$ cat src/rtl/ssd_scan_ctrl.sv
// ssd_scan_ctrl: N-digit double-buffered seven-segment scanner with leading-zero blanking;
// defining SSD_BLINK_EN adds the BlinkMask port and per-digit blinking.
module ssd_scan_ctrl #(
  parameter int N_DIGITS = 4,
  parameter int SCAN_DIV = 18
`ifdef SSD_BLINK_EN
  , parameter int BLINK_FRAMES = 5
`endif
) (
  input  logic                  Clk,
  input  logic                  Reset_n,
  input  logic [4*N_DIGITS-1:0] Value,
  input  logic [N_DIGITS-1:0]   DpMask,
  input  logic                  Load,
  input  logic                  BlankLz,
`ifdef SSD_BLINK_EN
  input  logic [N_DIGITS-1:0]   BlinkMask,
`endif
  output logic [N_DIGITS-1:0]   An,
  output logic [7:0]            Cathodes,
  output logic                  FrameTick,
  output logic                  LoadPending
);
  localparam int IW = N_DIGITS > 1 ? $clog2(N_DIGITS) : 1;
  localparam logic [IW-1:0] LAST = IW'(N_DIGITS - 1);

  logic [SCAN_DIV-1:0]   presc_q, presc_d;
  logic [IW-1:0]         idx_q, idx_d;
  logic [4*N_DIGITS-1:0] act_val_q, act_val_d, pend_val_q, pend_val_d;
  logic [N_DIGITS-1:0]   act_dp_q, act_dp_d, pend_dp_q, pend_dp_d;
  logic                  pend_q, pend_d;
  logic                  wrap_q, ft_q;
  logic [N_DIGITS-1:0]   an_q, an_d, sel;
  logic [7:0]            cath_q, cath_d;
  logic                  tick, wrap, xfer, nz, bl, blank, dp;
  logic [3:0]            nib;

  function automatic logic [6:0] font(input logic [3:0] h);
    case (h)
      4'h0: return 7'b0000001;
      4'h1: return 7'b1001111;
      4'h2: return 7'b0010010;
      4'h3: return 7'b0000110;
      4'h4: return 7'b1001100;
      4'h5: return 7'b0100100;
      4'h6: return 7'b0100000;
      4'h7: return 7'b0001111;
      4'h8: return 7'b0000000;
      4'h9: return 7'b0000100;
      4'hA: return 7'b0001000;
      4'hB: return 7'b1100000;
      4'hC: return 7'b0110001;
      4'hD: return 7'b1000010;
      4'hE: return 7'b0110000;
      default: return 7'b0111000;
    endcase
  endfunction

  // Transfer to the active buffer only at the frame wrap, using pre-edge pending contents.
  always_comb begin
    tick       = &presc_q;
    wrap       = tick && (idx_q == LAST);
    xfer       = wrap && pend_q;
    presc_d    = presc_q + 1'b1;
    idx_d      = tick ? (wrap ? '0 : idx_q + 1'b1) : idx_q;
    act_val_d  = xfer ? pend_val_q : act_val_q;
    act_dp_d   = xfer ? pend_dp_q : act_dp_q;
    pend_val_d = Load ? Value : pend_val_q;
    pend_dp_d  = Load ? DpMask : pend_dp_q;
    pend_d     = Load || (pend_q && !wrap);
  end

`ifdef SSD_BLINK_EN
  logic [BLINK_FRAMES-1:0] bcnt_q;
  logic                    phase_q;
  always_ff @(posedge Clk or negedge Reset_n)
    if (!Reset_n) begin
      bcnt_q  <= '0;
      phase_q <= 1'b0;
    end else if (wrap) begin
      bcnt_q  <= bcnt_q + 1'b1;
      phase_q <= phase_q ^ (&bcnt_q);
    end
`endif

  always_comb begin
    nib = '0;
    dp  = 1'b0;
    sel = '0;
    nz  = 1'b0;
    bl  = 1'b0;
    for (int i = 0; i < N_DIGITS; i++) begin
      if (IW'(i) <= idx_q && act_val_q[4*(N_DIGITS-1-i) +: 4] != 4'd0) nz = 1'b1;
      if (IW'(i) == idx_q) begin
        nib                 = act_val_q[4*(N_DIGITS-1-i) +: 4];
        dp                  = act_dp_q[N_DIGITS-1-i];
        sel[N_DIGITS-1-i]   = 1'b1;
`ifdef SSD_BLINK_EN
        bl                  = phase_q && BlinkMask[N_DIGITS-1-i];
`endif
      end
    end
    blank  = bl || (BlankLz && !nz && idx_q != LAST);
    an_d   = blank ? '1 : ~sel;
    cath_d = blank ? 8'hFF : {font(nib), ~dp};
  end

  always_ff @(posedge Clk or negedge Reset_n)
    if (!Reset_n) begin
      presc_q    <= '0;
      idx_q      <= '0;
      act_val_q  <= '0;
      act_dp_q   <= '0;
      pend_val_q <= '0;
      pend_dp_q  <= '0;
      pend_q     <= 1'b0;
      wrap_q     <= 1'b0;
      ft_q       <= 1'b0;
      an_q       <= '1;
      cath_q     <= 8'hFF;
    end else begin
      presc_q    <= presc_d;
      idx_q      <= idx_d;
      act_val_q  <= act_val_d;
      act_dp_q   <= act_dp_d;
      pend_val_q <= pend_val_d;
      pend_dp_q  <= pend_dp_d;
      pend_q     <= pend_d;
      wrap_q     <= wrap;
      ft_q       <= wrap_q;
      an_q       <= an_d;
      cath_q     <= cath_d;
    end

  assign An          = an_q;
  assign Cathodes    = cath_q;
  assign FrameTick   = ft_q;
  assign LoadPending = pend_q;
endmodule

$ cat config.mk
export PLATFORM = sky130hd
export DESIGN_NAME = ssd_scan_ctrl
export DESIGN_NICKNAME = d
export VERILOG_FILES = /design/src/rtl/ssd_scan_ctrl.sv
export SDC_FILE = /design/constraint.sdc
export NUM_CORES = 1
export LEC_CHECK = 0
export ABC_AREA = 1
export BUFFER_PORTS_ARGS = -buffer_cell sky130_fd_sc_hd__buf_2
export CORE_MARGIN = 4
export CORE_UTILIZATION = 47
export DETAILED_ROUTE_END_ITERATION = 6
export GPL_TIMING_DRIVEN = 0
export PLACE_DENSITY = 0.66
export SLEW_MARGIN = 20
export SYNTH_ARGS = -nofsm -noshare
export SYNTH_HDL_FRONTEND = slang
export SYNTH_SLANG_ARGS = --single-unit
$ cat constraint.sdc
create_clock -name Clk -period 2.26 [get_ports Clk]
set_clock_uncertainty 0.1 [all_clocks]
set_input_delay 0.113 -clock Clk [delete_from_list [all_inputs] [get_ports Clk]]
set_output_delay 0.113 -clock Clk [all_outputs]
set_load 0.01 [all_outputs]
==> impl_results.md, run 1 <==
- Run status: complete, no violations
- Worst IR Drop VDD: 421 uV
- Initial antenna violation count: 0
- Clk buf depth: 2
- FFs w/ async S/R, synth: 1.00
- Yosys warning count: 0
- Gpl congestion: 0.866
- #FFs+latches synth: 75
- Worst Setup SP: idx_q[0]
- Htree depth: 3
- Int Power: 2.19 mW
- Die Width: 95.3 um
- Sw Ratio: 0.205
- Top FF cell, synth: dfrtp_1
- Die Y: 95.3 um
- P_sw: 0.565 mW
- Vias in the first global route: 2687
- Clock power share: 0.434
- Multiplexer area fraction after synthesis: 0.0629
- I/O Buffers: 37
- HPWL Detailed: 4900 um
- Num rows: 31
- Final WL: 6810 um
- Tot Pwr: 2.76 mW
- RSZ-0062 raised after global routing: no
- Congestion Overflow GR: 0
- Largest area contributor in the netlist: dfrtp_1
- Filler cells: 624
- Post-route design area: 0.00442 mm^2
- Vias per cell: 4.83
- Grt met2 use: 0.276
- CP Data Required Time: 2.44 ns
- Largest family of logic cells by synthesized area: simple AND/OR/NAND/NOR gates
- DRC: 0
- Synth Area in Simple Gates: 0.247
- Netlist cell types: 34
- Met3 Usage GRT: 0.0363
- Pin count of the biggest net entering global routing: 51
- Postcts setup bufs: 0
- Clock latency on the worst-skew pair: 0.34 ns
- Startpoint Class: flip-flop
- First-pass GRT wire length: 12300 um
- Worst EP arrival: 2.22 ns
- Post-synth net total: 412
- Top post-synthesis cells by area: dfrtp_1 44%, nand2_1 11%, dfstp_2 8.8%
- GR peak layer: met2
- Pins Over Slew Limit: 0
- Fraction of final layout cells sized beyond drive strength 1: 0.259
- Logic pwr share: 0.054
- Max-cap violations: 0
- Clk slew on worst S/H paths: 0.08 ns
- P per Cell Area: 624 mW/mm^2
- CTS tree: done
- Static Leak: 2.22 nW
- Synth top area share: 0.440
- Worst-Margin Slew: 0.507 ns
- Most frequent cell after synthesis: nand2_1
- Post-Syn Instances: 376
- CP Class: flip-flop to flip-flop
- Tcrit/Tclk final: 0.902
- CTS root buf: clkbuf_8
- Sequential Power Share: 0.512
- Mapped Area: 0.00358 mm^2
- Max-slew headroom: 0.662
- Worst hold path type: primary input to async pin
- DRT antenna net count: 0
- FF/Latch Area: 0.00189 mm^2
- Syn-to-layout area delta: 23.3%
- Setup TNS: 0 ns
- Ports: 38
- CP max FO: 9
- Drt wl/cell: 12.4 um
- Routed vias: 2660
- Die Area: 0.00908 mm^2
- Area of the multi-input gates: 0.00153 mm^2
- Number of flops mapped to enable cells by yosys: 0
- Reg-to-reg startpoint: idx_q[0]
- DP Area: 0.00392 mm^2
- First-pass DRT Iterations: 6
- Post-Synth XOR/XNOR Area: 0.0367
- Post-synthesis compound-gate area fraction: 0.0283
- Achievable Freq: 0.491 GHz
- Core area: 0.00733 mm^2
- # diodes: 0
- Finish-stage setup viols: 0
- Synth cell count leaders: 103 x nand2_1, 63 x dfrtp_1, 45 x nand3_1, 28 x nor2_1, 25 x inv_1
- Seq/Total Area, Yosys: 0.528
- TritonCTS Buffers: 9
- Clk sinks: 75
- Crit path capture type: flip-flop
- DRT iter0 DRCs: 86
- Starting density of the core: 0.489
- Syn Area/Cell: 9.53 um^2
- Final number of hold-violating endpoints: 0
- Crit path time final: 2.04 ns
- Adder-Cell Fraction of Synth Area: 0.0419
- Met1 global-route usage: 0.232
- NumNets Final: 483
- GRT Util Overall: 0.174
## flip-flops by register name, summed over array words and instances (netlist names), 2 cells and up
signal      flops
idx_q           2
Cathodes        8
act_val_q      16
pend_dp_q       4
presc_q        18
An              4
act_dp_q        4
pend_val_q     16
## power groups by stage
stage               Sequential [mW]  Combinational (mW)  Clock [mW]
global placement               1.43               0.112           0
global route                   1.41               0.170        1.28
floorplan                      1.43              0.0521           0
finish                         1.41               0.150        1.20
CTS                            1.41               0.151        1.22
detailed placement             1.44               0.122           0
## worst max-delay path, cell delays in order (launching register included)
cell     delay (ns)
dfrtp_2        0.43
inv_2          0.08
ha_1           0.20
buf_4          0.16
inv_2          0.07
nand3_1        0.11
a21oi_2        0.21
ha_1           0.23
nand3_1        0.15
nand2_1        0.10
nand2_1        0.05
nand3_1        0.09
## cell usage in the layout, fill, tap and decap left out, types with 3 or more instances in the layout
cell type,Yosys,routed
nand3_1,45,45
dlygate4sd3_1,0,22
dfrtp_1,63,62
inv_1,25,24
a21oi_1,7,6
nand2_1,103,103
buf_6,4,4
o21ai_0,6,4
ha_1,12,10
xnor2_1,6,6
inv_2,5,6
clkbuf_1,2,3
buf_2,3,39
nand4_1,4,4
mux2_2,20,20
dfstp_2,12,12
clkbuf_8,0,12
nor2_1,28,28
xor2_1,9,9
## worst paths after layout
kind                          endpoint  slack (ns)  depth (start not counted)
hold / removal              presc_q[6]        0.12                          2
setup reg to reg           Cathodes[7]        0.22                         11
max in group asynchronous  Cathodes[0]        1.34                          3
setup / recovery           Cathodes[7]        0.22                         11
min in group Clk           Cathodes[1]        0.19                          7
hold reg to reg              FrameTick        0.26                          0
## through the flow
stage	setup WS (ns)	utilization	std cells	hold WS (ns)
4_1_cts	0.00339	0.597	551	0.117
6_report	0.222	0.602	551	0.120
2_1_floorplan	0.352	-	376	-0.283
5_1_grt	0.0416	0.602	551	0.153
3_3_place_gp	0.0916	0.531	512	0.233
3_5_place_dp	0.0557	0.535	513	-0.0480
## what timing repair did
action,in CTS,in global routing
hold buffers,22,0
endpoints found under the setup margin,0,7
resized for setup,0,11
endpoints found under the hold margin,83,0
## per-layer routing
layer	vias to the layer above	part of all wire
li1	1358	-
met1	1229	0.47
met2	65	0.46
met3	8	0.050
met4	0	0.015
met5	-	0
## final cells by class
cell class / count / share of cell area
inverter: 31 / 0.0275
multi-input combinational: 260 / 0.346
sequential: 75 / 0.429
clock inverter: 3 / 0.0156
timing repair buffer: 60 / 0.0986
tap: 99 / 0.0280
clock buffer: 13 / 0.0382
buffer: 10 / 0.0170
## kinds of logic (layout without fill, tap and decap cells)
| kind of cell | count (synthesis) | count (layout) |
|---|---|---|
| AND/OR/NAND/NOR | 195 | 195 |
| flip-flops | 75 | 75 |
| buffers and inverters | 41 | 117 |
| multiplexers | 20 | 20 |
| AO/OA/AOI/OAI | 18 | 18 |
| XOR/XNOR | 15 | 15 |
| adder cells (fa/ha/maj) | 12 | 12 |
(Power assumes the default switching activity.)
==> inputs of run 2 (changes only) <==
--- a/config.mk
+++ b/config.mk
@@ -5,7 +5,6 @@
 export SDC_FILE = /design/constraint.sdc
 export NUM_CORES = 1
 export LEC_CHECK = 0
-export ABC_AREA = 1
 export BUFFER_PORTS_ARGS = -buffer_cell sky130_fd_sc_hd__buf_2
 export CORE_MARGIN = 4
 export CORE_UTILIZATION = 47
==> run 2 against run 1 <==
  * The flow now finishes with violations (negative setup slack)
  * Die area is 4.0% lower
  * Routed wire length down 3.9%
  * Flip-flop and latch count unchanged
  * Area after synthesis decreased by 4.4%
  * Synthesized cell count shrank 32%
  * Clock power fell by 16%
  * Worst hold slack got worse by 0.049 ns
  * Utilization rose by 3.4 points
==> impl_results.md, run 2 <==
- Run status: finished, violations left
- Failing checks: negative setup slack
- # diodes: 0
- Die Width: 93.4 um
- DRC: 0
- Vias in the first global route: 2192
- HPWL Detailed: 4160 um
- Int Power: 1.98 mW
- Filler cells: 530
- Fraction of final layout cells sized beyond drive strength 1: 0.441
- Largest registers: presc_q: 18 flops, act_val_q: 16 flops, pend_val_q: 16 flops
- Post-Syn Instances: 257
- CTS tree: done
- Worst-Margin Slew: 0.744 ns
- Clock power share: 0.393
- Sw Ratio: 0.227
- Clk buf depth: 2
- Synth cell count leaders: 63 x dfrtp_1, 22 x mux2_2, 20 x mux2_4, 17 x nand2_1
- First-pass DRT Iterations: 5
- Gpl congestion: 0.795
- Congestion Overflow GR: 0
- NumNets Final: 376
- Clk sinks: 75
- Worst EP arrival: 2.46 ns
- RSZ-0062 raised after global routing: yes
- CP Data Required Time: 2.45 ns
- First-pass GRT wire length: 10700 um
- CTS root buf: clkbuf_8
- Post-synth net total: 293
- P per Cell Area: 581 mW/mm^2
- FFs w/ async S/R, synth: 1.00
- GRT Util Overall: 0.158
- DRT iter0 DRCs: 52
- Yosys warning count: 0
- Hold slack: 0.0716 ns
- Final WL: 6540 um
- I/O Buffers: 37
- DP Area: 0.00377 mm^2
- CP Class: flip-flop to flip-flop
- Most common cell after layout, fill and taps aside: dfrtp_1
- Syn-to-layout area delta: 29.0%
- CP max FO: 5
- Finished Layout Cells: 441
- Logic pwr share: 0.058
- Most frequent cell after synthesis: dfrtp_1
- Netlist cell types: 44
- Syn Area/Cell: 13.3 um^2
- Largest area contributor in the netlist: dfrtp_1
- Top post-synthesis cells by area: dfrtp_1 46%, dfstp_2 9.2%, mux2_4 8.8%
- Post-route design area: 0.00442 mm^2
- Pins Over Slew Limit: 0
- Max-slew headroom: 0.501
- Clock latency on the worst-skew pair: 0.35 ns
- Static Leak: 2.03 nW
- Crit path time final: 2.27 ns
- Clk slew on worst S/H paths: 0.08 ns
- Achievable Freq: 0.440 GHz
- Top FF cell, synth: dfrtp_1
- Seq/Total Area, Yosys: 0.552
- Finish-stage setup viols: 1
- Ports: 38
- Sequential Power Share: 0.549
- TritonCTS Buffers: 9
- Synth top area share: 0.460
- P_sw: 0.581 mW
- Htree depth: 3
- #FFs+latches synth: 75
- Worst IR Drop VDD: 394 uV
- Die Y: 93.4 um
- Startpoint Class: flip-flop
- Number of flops mapped to enable cells by yosys: 0
- Mapped Area: 0.00342 mm^2
- Tcrit/Tclk final: 1.01
- Most frequent cells in the layout: 61 x dfrtp_1, 37 x buf_2, 22 x dlygate4sd3_1
- Crit path capture type: flip-flop
- Final number of hold-violating endpoints: 0
- Num rows: 30
- Worst setup margin: -0.0123 ns
- Starting density of the core: 0.493
- Die Area: 0.00872 mm^2
- Max-cap violations: 0
- Vias per cell: 5.04
- Routed vias: 2224
- Worst hold path type: primary input to flip-flop
- Dpl ws: -0.266 ns
- Biggest register: presc_q
- Drt wl/cell: 14.8 um
- DRT antenna net count: 0
- Dpl cells: 391
- Core area: 0.00694 mm^2
- Initial antenna violation count: 0
- Largest register FFs: 18
- Pin count of the biggest net entering global routing: 48
run 2: cell count changes after synthesis, sizes merged, moves of 5 or more:
cell	previous run	this run
nand2	105	17
nand3	47	7
nor2	32	8
mux2	20	42
inv	31	12
xnor2	6	11
run 2: routing by layer:
layer | vias to the layer above | routed length (um) | GRT usage
met5 | - | 0 | 0
met4 | 0 | 110 | 0.0623
met3 | 13 | 251 | 0.0370
met2 | 52 | 3080 | 0.248
met1 | 1085 | 3100 | 0.212
li1 | 1074 | - | -
run 2: final timing paths:
| kind | startpoint | to | slack, ns | cells after the start |
|---|---|---|---|---|
| hold reg to reg | wrap_q | FrameTick | 0.26 | 0 |
| hold / removal | BlankLz | An[3] | 0.07 | 3 |
| setup / recovery | idx_q[1] | Cathodes[4] | -0.01 | 11 |
| max in group asynchronous | Reset_n | An[3] | 1.33 | 3 |
| min in group asynchronous | Reset_n | pend_val_q[0] | 0.12 | 2 |
| setup reg to reg | idx_q[1] | Cathodes[4] | -0.01 | 11 |
run 2: worst max-delay path, cell delays in order, from the launching register on:
cell     delay (ns)
dfrtp_2        0.46
buf_6          0.14
ha_4           0.16
buf_6          0.13
or3b_1         0.17
o21ai_2        0.07
a31oi_4        0.21
inv_2          0.10
ha_4           0.27
mux2i_1        0.06
mux2_4         0.28
nand2_1        0.07
run 2: logic make-up after synthesis:
group / count (synthesis) / synth area share
xor+xnor: 16 / 0.0409
flops: 75 / 0.552
simple gates: 61 / 0.108
buf+inv: 21 / 0.0300
fa+ha+maj: 12 / 0.0438
compound gates: 27 / 0.0563
mux: 45 / 0.169
run 2: power groups by stage:
stage,Combinational [mW],Clock [mW],Sequential (mW)
after detailed placement,0.120,0,1.44
after global routing,0.166,1.10,1.42
after CTS,0.151,1.03,1.41
final,0.148,1.01,1.41
after global placement,0.111,0,1.43
after floorplan,0.0505,0,1.43
run 2: cell type report:
cell class | instances | area [um^2] | share of cell area
multi-input combinational | 161 | 1560 | 0.353
clock buffer | 10 | 128 | 0.0289
clock inverter | 6 | 66.3 | 0.0150
buffer | 9 | 78.8 | 0.0178
timing repair buffer | 72 | 527 | 0.119
sequential | 75 | 1890 | 0.429
inverter | 12 | 45.0 | 0.0102
tap | 96 | 120 | 0.0272
run 2: repair_timing:
item,4_1_cts,5_1_grt
pin swaps,1,10
buffers inserted,7,4
cloned,0,1
resized for setup,16,25
hold buffers,22,0
hold endpoints to repair,87,0
setup endpoints to repair,7,7
run 2: metrics by stage:
stage	power, mW	util	TNS, ns
after floorplan	1.48	-	0
after global placement	1.54	0.538	-0.887
after detailed placement	1.56	0.542	-1.08
after CTS	2.60	0.617	0
after global routing	2.68	0.636	-0.399
final	2.57	0.636	-0.0123
==> inputs of run 3 (changes only) <==
--- a/config.mk
+++ b/config.mk
@@ -7,10 +7,10 @@
 export LEC_CHECK = 0
 export BUFFER_PORTS_ARGS = -buffer_cell sky130_fd_sc_hd__buf_2
 export CORE_MARGIN = 4
-export CORE_UTILIZATION = 47
+export CORE_UTILIZATION = 58
 export DETAILED_ROUTE_END_ITERATION = 6
 export GPL_TIMING_DRIVEN = 0
-export PLACE_DENSITY = 0.66
+export PLACE_DENSITY = 0.79
 export SLEW_MARGIN = 20
 export SYNTH_ARGS = -nofsm -noshare
 export SYNTH_HDL_FRONTEND = slang
==> run 3 against run 2 <==
  * Worst hold slack gained 0.0098 ns
  * Setup slack worse by 0.046 ns
  * Via count is 1.8% higher
  * Cell area fell by 0.57%
  * The flow still finishes with violations (negative setup slack)
  * Die area decreased by 17%
==> impl_results.md, run 3 (synthesis gave the netlist of run 2 again) <==
- Run status: finished, violations left
- Failing checks: negative setup slack
- DRT iter0 DRCs: 220
- Finish-stage setup viols: 2
- Tcrit/Tclk final: 1.03
- CTS root buf: clkbuf_8
- CP Data Required Time: 2.38 ns
- Hold slack: 0.0814 ns
- Die Width: 84.8 um
- Routed vias: 2265
- Max-cap violations: 0
- RSZ-0062 raised after global routing: yes
- Achievable Freq: 0.431 GHz
- First-pass GRT wire length: 11300 um
- Largest registers: presc_q: 18 flops, act_val_q: 16 flops, pend_val_q: 16 flops
- Num rows: 27
- HPWL Detailed: 4220 um
- Clk slew on worst S/H paths: 0.07 ns
- Die Y: 84.8 um
- Worst-Margin Slew: 0.834 ns
- Htree depth: 3
- CTS tree: done
- Fraction of final layout cells sized beyond drive strength 1: 0.445
- Worst hold path type: primary input to flip-flop
- DRC: 0
- Congestion Overflow GR: 0
- CP max FO: 10
- P per Cell Area: 593 mW/mm^2
- TritonCTS Buffers: 9
- Clk sinks: 75
- Static Leak: 2.04 nW
- Biggest register: presc_q
- Final number of hold-violating endpoints: 0
- Startpoint Class: flip-flop
- # diodes: 0
- Worst IR Drop VDD: 618 uV
- Pins Over Slew Limit: 0
- Initial antenna violation count: 0
- NumNets Final: 375
- Pin count of the biggest net entering global routing: 46
- Setup TNS: -0.0719 ns
- Largest register FFs: 18
- Drt wl/cell: 16.3 um
- Most common cell after layout, fill and taps aside: dfrtp_1
- Max-slew headroom: 0.440
- Tot Pwr: 2.61 mW
- Final WL: 6770 um
- Vias per cell: 5.44
- Crit path time final: 2.32 ns
- Vias in the first global route: 2341
- Starting density of the core: 0.611
- GRT Util Overall: 0.202
- Die Area: 0.00720 mm^2
- Clock latency on the worst-skew pair: 0.35 ns
- Clk buf depth: 2
- I/O Buffers: 37
- CP Class: flip-flop to flip-flop
- Gpl congestion: 0.835
- Ports: 38
- Syn-to-layout area delta: 28.2%
- DRT antenna net count: 0
- Worst setup margin: -0.0586 ns
- First-pass DRT Iterations: 5
- Core area: 0.00561 mm^2
- Crit path capture type: flip-flop
- Worst EP arrival: 2.44 ns
- Most frequent cells in the layout: 61 x dfrtp_1, 37 x buf_2, 22 x dlygate4sd3_1
## run 3: metal layers
layer	up-vias	global-route usage	part of all wire
met2	61	0.322	0.49
met1	1120	0.263	0.44
li1	1068	-	-
met3	16	0.0563	0.043
met4	0	0.0791	0.019
met5	-	0	0
## run 3: stage by stage
step | utilization | cells | cell area [um^2] | setup slack (ns)
after CTS | 0.763 | 411 | 4280 | -0.0157
after floorplan | - | 257 | 3430 | 0.0128
final | 0.783 | 416 | 4390 | -0.0586
after detailed placement | 0.665 | 367 | 3730 | -0.276
after global placement | 0.661 | 366 | 3710 | -0.216
after global routing | 0.783 | 416 | 4390 | -0.102
## run 3: timing repair
item | CTS | global route
endpoints found under the setup margin | 7 | 7
gates cloned | 0 | 1
hold buffers | 22 | 0
resized for setup | 25 | 16
hold endpoints to repair | 94 | 0
pin swaps | 3 | 8
setup buffers | 6 | 4
## run 3: final timing paths
kind,end,slack (ns),start,cells past startpoint
setup reg to reg,Cathodes[2],-0.06,idx_q[1],10
min in group asynchronous,presc_q[6],0.13,Reset_n,2
hold reg to reg,FrameTick,0.27,wrap_q,0
max in group asynchronous,An[3],1.32,Reset_n,3
hold / removal,An[3],0.08,BlankLz,3
setup / recovery,Cathodes[2],-0.06,idx_q[1],10
## run 3: where the power goes
group | switching, mW | internal, mW | total (mW)
sequential | 0.0218 | 1.39 | 1.41
combinational | 0.0628 | 0.0852 | 0.148
clock | 0.479 | 0.569 | 1.05
total | 0.563 | 2.04 | 2.61
## run 3: final cells by class
| class | instances | area, um^2 |
|---|---|---|
| plain buffers | 9 | 78.8 |
| clock buffers | 12 | 155 |
| clock inverters | 4 | 48.8 |
| fillers | 350 | 1220 |
| inverters | 12 | 45.0 |
| multi-input cells | 161 | 1570 |
| flip-flops and latches | 75 | 1890 |
| well taps | 72 | 90.1 |
| repair buffers | 71 | 508 |
## run 3: worst max-delay path, cell delays in order (launching register included)
cell	delay, ns
dfrtp_2	0.47
inv_2	0.08
ha_4	0.17
buf_6	0.13
a21oi_1	0.18
o21ai_2	0.11
a22o_4	0.27
ha_2	0.21
nor2b_1	0.16
a21oi_1	0.16
o221ai_1	0.15
